--- config.mk ---
export PLATFORM = sky130hd
export DESIGN_NAME = branch_seq
export DESIGN_NICKNAME = d
export VERILOG_FILES = /design/src/rtl/mosby_pkg.sv /design/src/rtl/op_class.sv /design/src/rtl/branch_seq.sv
export SDC_FILE = /design/constraint.sdc
export NUM_CORES = 1
export LEC_CHECK = 0
export ABC_CLOCK_PERIOD_IN_PS = 3100
export CORE_MARGIN = 1
export CORE_UTILIZATION = 41
export DETAILED_ROUTE_END_ITERATION = 7
export HOLD_SLACK_MARGIN = 0.06
export PLACE_DENSITY_LB_ADDON = 0.15
export SLEW_MARGIN = 20
export SYNTH_ARGS = -nofsm -noshare
export SYNTH_HDL_FRONTEND = slang
export SYNTH_SLANG_ARGS = --single-unit
--- constraint.sdc ---
create_clock -name clk -period 3.1 [get_ports clk]
set_input_delay 0.62 -clock clk [delete_from_list [all_inputs] [get_ports clk]]
set_output_delay 0.62 -clock clk [all_outputs]
set_load 0.02 [all_outputs]
--- src/rtl/mosby_pkg.sv ---
// Shared definitions for the MOSby core: sequencer states, opcode classes
// and the opcode constants the sequencer recognises.
package mosby_pkg;

  // T-state of the instruction sequencer
  typedef enum logic [2:0] {
    RESET  = 3'd0,
    FETCH  = 3'd1,
    DEC    = 3'd2,
    BR_ADD = 3'd3,
    BR_FIX = 3'd4,
    JMP_HI = 3'd5
  } state_t;

  // Coarse opcode class used to pick the T-state path
  typedef enum logic [1:0] {
    BR  = 2'd0,
    JMP = 2'd1,
    NOP = 2'd2,
    ILL = 2'd3
  } op_class_t;

  localparam logic [7:0] OP_JMP_ABS = 8'h4C;
  localparam logic [7:0] OP_NOP     = 8'hEA;
  localparam logic [7:0] BR_MASK    = 8'h1F;
  localparam logic [7:0] BR_MATCH   = 8'h10;

  // Relative branches all share the xxx10000 pattern; the top bits pick the condition
  function automatic logic is_branch(input logic [7:0] opcode);
    return (opcode & BR_MASK) == BR_MATCH;
  endfunction

endpackage

--- src/rtl/op_class.sv ---
// Combinational opcode classifier; also intended for reuse by later decode logic.
module op_class
  import mosby_pkg::*;
(
  input  logic [7:0] opcode,
  output logic [1:0] cls
);

  op_class_t cls_s;

  // Map the opcode onto its execution class; unknown opcodes fall to ILL
  always_comb begin
    cls_s = ILL;
    if (is_branch(opcode)) begin
      cls_s = BR;
    end else if (opcode == OP_JMP_ABS) begin
      cls_s = JMP;
    end else if (opcode == OP_NOP) begin
      cls_s = NOP;
    end else begin
      cls_s = ILL;
    end
  end

  assign cls = cls_s;

endmodule

--- src/rtl/branch_seq.sv ---
// Instruction-timing sequencer: fetches the opcode, walks the T-states and
// produces the PC / branch-unit strobes with 6502-exact cycle counts.
// Strobes are decoded from the registered state so the PC samples them on
// the following edge; rdy low freezes the state and silences every strobe.
module branch_seq
  import mosby_pkg::*;
(
  input  logic       clk,
  input  logic       rst,
  input  logic       rdy,
  input  logic [7:0] data_in,
  input  logic       branch_taken,
  input  logic       page_cross,
  output logic       sync,
  output logic       pc_inc,
  output logic       lower_byte,
  output logic       branch_con,
  output logic       branch_uncon,
  output logic [2:0] branch_op,
  output logic [7:0] ir,
  output logic       illegal
);

  state_t     state_r;
  logic [7:0] ir_r;
  logic [1:0] cls_raw_s;
  op_class_t  cls_s;

  logic sync_s;
  logic pc_inc_s;
  logic lower_byte_s;
  logic branch_con_s;
  logic branch_uncon_s;
  logic illegal_s;

  op_class u_op_class (
    .opcode (ir_r),
    .cls    (cls_raw_s)
  );

  assign cls_s = op_class_t'(cls_raw_s);

  // T-state sequencing and opcode latch; everything holds while rdy is low
  always_ff @(posedge clk or negedge rst) begin
    if (!rst) begin
      state_r <= RESET;
      ir_r    <= OP_NOP;
    end else if (rdy) begin
      case (state_r)
        RESET: begin
          state_r <= FETCH;
        end
        FETCH: begin
          ir_r    <= data_in;
          state_r <= DEC;
        end
        DEC: begin
          case (cls_s)
            BR: begin
              if (branch_taken) begin
                state_r <= BR_ADD;
              end else begin
                state_r <= FETCH;
              end
            end
            JMP: begin
              state_r <= JMP_HI;
            end
            default: begin
              state_r <= FETCH;
            end
          endcase
        end
        BR_ADD: begin
          if (page_cross) begin
            state_r <= BR_FIX;
          end else begin
            state_r <= FETCH;
          end
        end
        BR_FIX: begin
          state_r <= FETCH;
        end
        JMP_HI: begin
          state_r <= FETCH;
        end
        default: begin
          state_r <= RESET;
        end
      endcase
    end
  end

  // Strobe decode from the current state and opcode class, gated by rdy
  always_comb begin
    sync_s         = 1'b0;
    pc_inc_s       = 1'b0;
    lower_byte_s   = 1'b0;
    branch_con_s   = 1'b0;
    branch_uncon_s = 1'b0;
    illegal_s      = 1'b0;
    if (rdy) begin
      case (state_r)
        FETCH: begin
          sync_s   = 1'b1;
          pc_inc_s = 1'b1;
        end
        DEC: begin
          case (cls_s)
            BR: begin
              pc_inc_s     = 1'b1;
              branch_con_s = 1'b1;
            end
            JMP: begin
              pc_inc_s = 1'b1;
            end
            ILL: begin
              illegal_s = 1'b1;
            end
            default: begin
              pc_inc_s = 1'b0;
            end
          endcase
        end
        BR_ADD: begin
          lower_byte_s = 1'b1;
        end
        BR_FIX: begin
          branch_uncon_s = 1'b1;
        end
        JMP_HI: begin
          branch_uncon_s = 1'b1;
        end
        default: begin
          sync_s = 1'b0;
        end
      endcase
    end else begin
      sync_s         = 1'b0;
      pc_inc_s       = 1'b0;
      lower_byte_s   = 1'b0;
      branch_con_s   = 1'b0;
      branch_uncon_s = 1'b0;
      illegal_s      = 1'b0;
    end
  end

  assign sync         = sync_s;
  assign pc_inc       = pc_inc_s;
  assign lower_byte   = lower_byte_s;
  assign branch_con   = branch_con_s;
  assign branch_uncon = branch_uncon_s;
  assign illegal      = illegal_s;
  assign ir           = ir_r;
  assign branch_op    = ir_r[7:5];

endmodule

==> results by group, run 1 <==
Status
  • Status: complete, no violations

Clock tree
  • CTS-repair resized insts: 0
  • Num CTS Buffers: 3
  • Post-CTS setup buffer count: 0
  • Maximum buffer depth of the clock tree: 2
  • Clk slew on worst S/H paths: 0.06 ns
  • H-tree levels: 1
  • Clock sinks: 11
  • CTS tree: done
  • Hold-fix buffers, CTS: 0
  • Worst-Skew Late Latency: 0.27 ns
  • Clk root buf: clkbuf_4

Cells and area
  • Nets@finish: 96
  • Share of cells above drive strength 1: 26.83%
  • # diodes: 0
  • Layout area overhead: 52.71%

Floorplanning
  • Initial Util: 45.03%
  • Die ar.: 1622 sq um
  • Die Y: 40.27 microns
  • Row count: 13
  • Core region area: 1334 sq um
  • Ports: 30
  • Die X: 40.27 microns

Synthesis
  • Net Count, Synth: 64
  • Yosys warns: 0
  • Synth Instances: 51
  • FF+latch count, synth: 11
  • Mean post-synth cell area: 11.78 sq um
  • Sequential-to-total area share from yosys stat: 46.87%
  • Count of different cell masters after synthesis: 22
  • Synth Cell Area: 600.6 sq um

Setup path
  • Critical Path RT: 2.48 ns
  • Slowest stage delay, CP: 0.59 ns
  • Critical path's slowest cell: clkdlybuf4s50_1
  • Crit path top cell by count: clkdlybuf4s50_1
  • Crit-path cells: clkdlybuf4s50_1 > nor2b_2 > nor3b_4 > and3_1 > clkdlybuf4s50_1
  • CP Launch Type: input port
  • Setup crit end kind: primary output
  • CP arrival: 2.33 ns
  • WS Path Type: input port to primary output
  • Crit-path max FO: 5

Global route
  • Total gr overflow: 0
  • Vias in the first global route: 419
  • Met2 Use GR: 25.00%
  • Initial antenna violation count: 0
  • All-layer global routing usage: 17.50%
  • Pin count of the biggest net entering global routing: 12
  • Met3 usage: 5.000%
  • M1 GR Usage: 22.46%
  • Global-route wire length before repair: 1766 microns
  • Gr busiest metal: met2

STA
  • Worst Skew: 0.007342 ns
  • Relative slew slack: 68.22%
  • Final Max Tran Viols: 0
  • Final hold violation count: 0
  • Setup WS post-layout: 0.1520 ns
  • RSZ-0062 raised after global routing: no
  • Final setup TNS: 0 ns
  • Max Clk Rate: 339.2 MHz
  • Worst slew pin tran: 0.4753 ns
  • Period utilisation layout: 95.10%
  • Crit path time final: 2.948 ns
  • Count of final setup violators: 0

Power and ir drop
  • Internal: 0.5635 mW
  • Power per cell area: 997.7 nW/um^2
  • Net load switching power: 0.3516 mW
  • Maximum VDD drop: 0.5839 mV
  • Logic gate share of total power: 54.1%
  • Switch share: 38.42%
  • Seq pwr share: 35.3%
  • Leakage power: 0.3921 nW
  • Pwr Total: 0.9150 mW
  • Clock Power Share: 10.6%

Flow run
  • Max Cap Viol: 0

Place
  • Pre-CTS WS: 0.1481 ns
  • Routability cong.: 0.6243
  • # port buffers: 29
  • Post-DP HPWL: 942.5 microns

Routing
  • Final wirelength: 1230 microns
  • Via/cell ratio: 5.072
  • Drt first pass iters: 4
  • Antenna viol nets, final: 0
  • Drc violations: 0
  • Via Count: 492
  • Wire per inst: 12.68 microns
  • DR iter-0 viols: 9

Worst hold path
  • Hold Crit Class: flop to flop
[power by group through the flow]
| stage | sequential [mW] | clock [mW] | combinational (mW) |
|---|---|---|---|
| 5_1_grt | 0.339 | 0.103 | 0.528 |
| 6_report | 0.323 | 0.0968 | 0.495 |
| 4_1_cts | 0.323 | 0.102 | 0.500 |
| 3_3_place_gp | 0.322 | 0 | 0.493 |
| 2_1_floorplan | 0.378 | 0 | 0.239 |
| 3_5_place_dp | 0.325 | 0 | 0.497 |
[path summary, 6_finish.rpt]
kind                            start  slack [ns]      end  cells past startpoint
max                               rdy        0.15  illegal                      5
min                             ir[4]        0.58    ir[4]                      1
max reg2reg                state_r[1]        1.62    ir[4]                      4
min reg2reg                     ir[4]        0.58    ir[4]                      1
max in group asynchronous         rst        2.07    ir[6]                      1
min in group asynchronous         rst        0.67    ir[2]                      1
[final cells by class]
cell class / instances / area [sq um]
Fill cell: 114 / 416.7
Sequential cell: 11 / 281.5
Tap cell: 15 / 18.77
Multi-Input combinational cell: 34 / 277.8
Clock buffer: 4 / 26.28
Timing Repair Buffer: 31 / 305.3
Inverter: 2 / 7.507
[cell families (layout without fill, tap and decap cells)]
group	count (synthesis)	count (layout)	share of synthesized area [%]
multiplexers	9	9	16.88
AO/OA/AOI/OAI	8	8	9.166
flip-flops	11	11	46.87
buffers and inverters	6	37	6.875
AND/OR/NAND/NOR	17	17	20.21
[critical path, delay by kind of cell]
kind | cells | cell delay (ns)
and+or+nand+nor | 3 | 0.59
buffers and inverters | 2 | 1.11
[layout by cell type (no fill, tap or decap), drive strengths merged]
cell,instances
nor4b,1
mux2,9
clkdlybuf4s50,29
and3,4
nor4bb,1
o41ai,2
and2b,1
clkbuf,4
inv,2
a21o,2
a22oi,1
and4b,1
nor4,1
a21oi,1
buf,2
o21ai,2
dfstp,5
nor3b,1
nor2b,2
nand2,5
dfrtp,6
[metrics by stage]
stage / cells / hold WS, ns / util (%) / cell area [sq um]
4_1_cts: 97 / 0.5766 / 68.76 / 917.1
5_1_grt: 97 / 0.5979 / 68.76 / 917.1
3_3_place_gp: 93 / 0.5526 / 66.79 / 890.9
3_5_place_dp: 93 / 0.5567 / 66.79 / 890.9
6_report: 97 / 0.5771 / 68.76 / 917.1
2_1_floorplan: 51 / 0.3244 / - / 600.6
[registers in the layout, indices dropped and copies added (netlist names)]
signal   cells
ir           8
state_r      3
[cell usage after synthesis]
cell / n / area share, %
nor4_1: 1 / 1.0
dfstp_2: 5 / 22
nor3b_4: 1 / 3.1
a21o_1: 2 / 2.5
buf_4: 3 / 3.7
o21ai_0: 2 / 1.7
o41ai_1: 2 / 2.9
nor2b_1: 1 / 1.0
a21oi_1: 1 / 0.83
and3_2: 1 / 1.3
nand2_1: 5 / 3.1
nor4bb_1: 1 / 1.7
and2b_1: 1 / 1.3
nor4b_1: 1 / 1.5
and4b_1: 1 / 1.7
mux2_2: 9 / 17
and3_1: 3 / 3.1
nor2b_2: 1 / 1.5
buf_6: 1 / 1.9
a22oi_1: 1 / 1.3
inv_1: 2 / 1.3
dfrtp_1: 6 / 25
[metal layers]
metal | part of all wire, % | up-vias
met5 | 0 | -
met2 | 44 | 22
met4 | 1.1 | 0
met1 | 47 | 220
met3 | 7.5 | 2
li1 | - | 248
No activity file was read; power rests on OpenSTA's default activity.
==> inputs of run 2 (changes only) <==
CAP_MARGIN = 20   (was default)
==> results of run 2 <==
The final DEF is identical to that of run 1; final timing and power are the same.
==> inputs of run 3 (changes only) <==
CELL_PAD_IN_SITES_DETAIL_PLACEMENT = 1   (was default)
CELL_PAD_IN_SITES_GLOBAL_PLACEMENT = 2   (was default)
CORE_UTILIZATION = 24   (was 41)
==> run 3 against run 2 <==
Net effect: setup slack better by 0.053 ns; critical path depth unchanged; highest routed layer unchanged; flip-flop and latch count unchanged; register-to-register slack got worse by 0.02 ns; clock power grew 2%; hold slack worse by 0.011 ns; largest power group unchanged; count of clock-buffer cells in the layout unchanged; clock skew shrank 0.0047 ns; via count grew 6.5%.
==> results by group, run 3 (same netlist as run 1, synthesis figures left out) <==
Setup path
  • Setup crit end kind: primary output
  • Critical Path RT: 2.48 ns (about the same)
  • R2R depth: 4 (unchanged)
  • WS Path Type: input port to primary output
  • CP arrival: 2.27 ns (-0.06 ns)
  • Crit-path max FO: 4 (-1)
  • CP Launch Type: input port

Cells and area
  • Number of flip-flops in the largest register: 8 (unchanged)
  • Most common cell after layout, fill and taps aside: clkdlybuf4s50_1
  • Fillers: 271 (+140%)
  • Post-Route Utilization: 41.34% (-27 points)
  • Layout area overhead: 56.67%
  • Reg area: 281.5 sq um (unchanged)
  • Nets@finish: 97 (+1.0%)
  • Area of the multi-input gates: 277.8 sq um (unchanged)
  • Share of cells above drive strength 1: 27.71% (+0.88 points)
  • # diodes: 0 (unchanged)
  • Most frequent cells in the layout: clkdlybuf4s50_1 (29), mux2_2 (9), dfrtp_1 (6)

Power and ir drop
  • Maximum VDD drop: 0.5577 mV (-4.5%)
  • Power per cell area: 978.1 nW/um^2 (-2.0%)
  • Leakage power: 0.3969 nW (+1.2%)

Clock tree
  • Num CTS Buffers: 3 (unchanged)
  • Clk slew on worst S/H paths: 0.07 ns (about the same)
  • Post-CTS setup buffer count: 0 (unchanged)
  • Hold-fix buffers, CTS: 0 (unchanged)
  • Clk root buf: clkbuf_4
  • CTS tree: done
  • H-tree levels: 1 (unchanged)
  • CTS-repair resized insts: 0 (unchanged)
  • Clock sinks: 11 (unchanged)
  • Maximum buffer depth of the clock tree: 2 (unchanged)
  • Worst-Skew Late Latency: 0.27 ns (about the same)

Status
  • Status: complete, no violations

Routing
  • Drc violations: 0 (unchanged)
  • Wire per inst: 12.76 microns (+0.60%)
  • Via Count: 524 (+6.5%)
  • Drt first pass iters: 4 (unchanged)
  • Final wirelength: 1416 microns (+15%)
  • DR iter-0 viols: 4 (-5)
  • Via/cell ratio: 4.721 (-6.9%)
  • Antenna viol nets, final: 0 (unchanged)

STA
  • Crit path time final: 2.895 ns (-0.05336 ns)
  • Max Clk Rate: 345.5 MHz (+1.8%)
  • Worst slew pin tran: 0.4914 ns (+0.01613 ns)
  • Count of final setup violators: 0 (unchanged)
  • Relative slew slack: 67.14% (-1.1 points)
  • Final Max Tran Viols: 0 (unchanged)
  • RSZ-0062 raised after global routing: no
  • Final setup TNS: 0 ns (unchanged)
  • Worst Skew: 0.002676 ns (-0.004667 ns)
  • Period utilisation layout: 93.38% (-1.7 points)
  • Final hold violation count: 0 (unchanged)

Floorplanning
  • Initial Util: 26.39% (-19 points)
  • Die X: 52.03 microns (+29%)
  • Die Y: 52.03 microns (+29%)
  • Core region area: 2276 sq um (+71%)
  • Row count: 17 (+4)
  • Ports: 30 (unchanged)
  • Die ar.: 2707 sq um (+67%)

Global route
  • Initial antenna violation count: 0 (unchanged)
  • Total gr overflow: 0 (unchanged)
  • M1 GR Usage: 15.98% (-6.5 points)
  • Met2 Use GR: 19.66% (-5.3 points)
  • All-layer global routing usage: 12.75% (-4.8 points)
  • Met3 usage: 2.632% (-2.4 points)
  • Gr busiest metal: met2
  • Vias in the first global route: 579 (+38%)
  • Global-route wire length before repair: 2449 microns (+39%)
  • Pin count of the biggest net entering global routing: 12 (unchanged)

Place
  • Routability cong.: 0.6846 (+9.7%)
  • Post-DP HPWL: 1137 microns (+21%)
  • # port buffers: 29 (unchanged)

Worst hold path
  • WHS Path Cells: 1 (unchanged)
  • Hold Crit Class: flop to flop

Flow run
  • Max Cap Viol: 0 (unchanged)
## run 3: cell types whose count changed in the layout (fill, tap and decap cells not counted), sizes merged
cell,before,now
buf,2,3
## run 3: final timing paths
check | startpoint | to | slack [ns]
hold reg to reg | ir[4] | ir[4] | 0.57
setup / recovery | rdy | illegal | 0.21
max in group asynchronous | rst | ir[7] | 2.07
setup reg to reg | state_r[2] | ir[2] | 1.60
hold / removal | ir[4] | ir[4] | 0.57
min in group asynchronous | rst | state_r[2] | 0.68
## run 3: cell type report
type / count / share of cell area, %
sequential: 11 / 29.92
multi-input combinational: 34 / 29.52
tap: 28 / 3.723
clock buffer: 4 / 2.793
inverter: 2 / 0.7979
timing repair buffer: 32 / 33.24
## run 3: critical path, stage by stage
cell	delay, ns
clkdlybuf4s50_1	0.48
nor2b_2	0.17
nor3b_4	0.23
and3_1	0.18
clkdlybuf4s50_1	0.59
## run 3: routing by layer
layer,vias up,routed length [microns]
met5,-,0
met4,0,29
met3,3,84
met2,22,663
met1,251,639
li1,248,-
## run 3: metrics by stage
step / hold slack [ns] / setup slack [ns] / power (mW) / std cells / area, sq um
4_1_cts: 0.5728 / 0.2015 / 0.9368 / 111 / 940.9
5_1_grt: 0.6109 / 0.1141 / 0.9909 / 111 / 940.9
2_1_floorplan: 0.3244 / 1.155 / 0.6167 / 51 / 600.6
6_report: 0.5660 / 0.2054 / 0.9203 / 111 / 940.9
3_5_place_dp: 0.5576 / 0.2024 / 0.8326 / 107 / 914.6
3_3_place_gp: 0.5500 / 0.2268 / 0.8291 / 107 / 914.6
## run 3: power breakdown
part | switching, mW | internal (mW)
sequential | 0.0856 | 0.239
clock | 0.0488 | 0.0499
combinational | 0.221 | 0.275
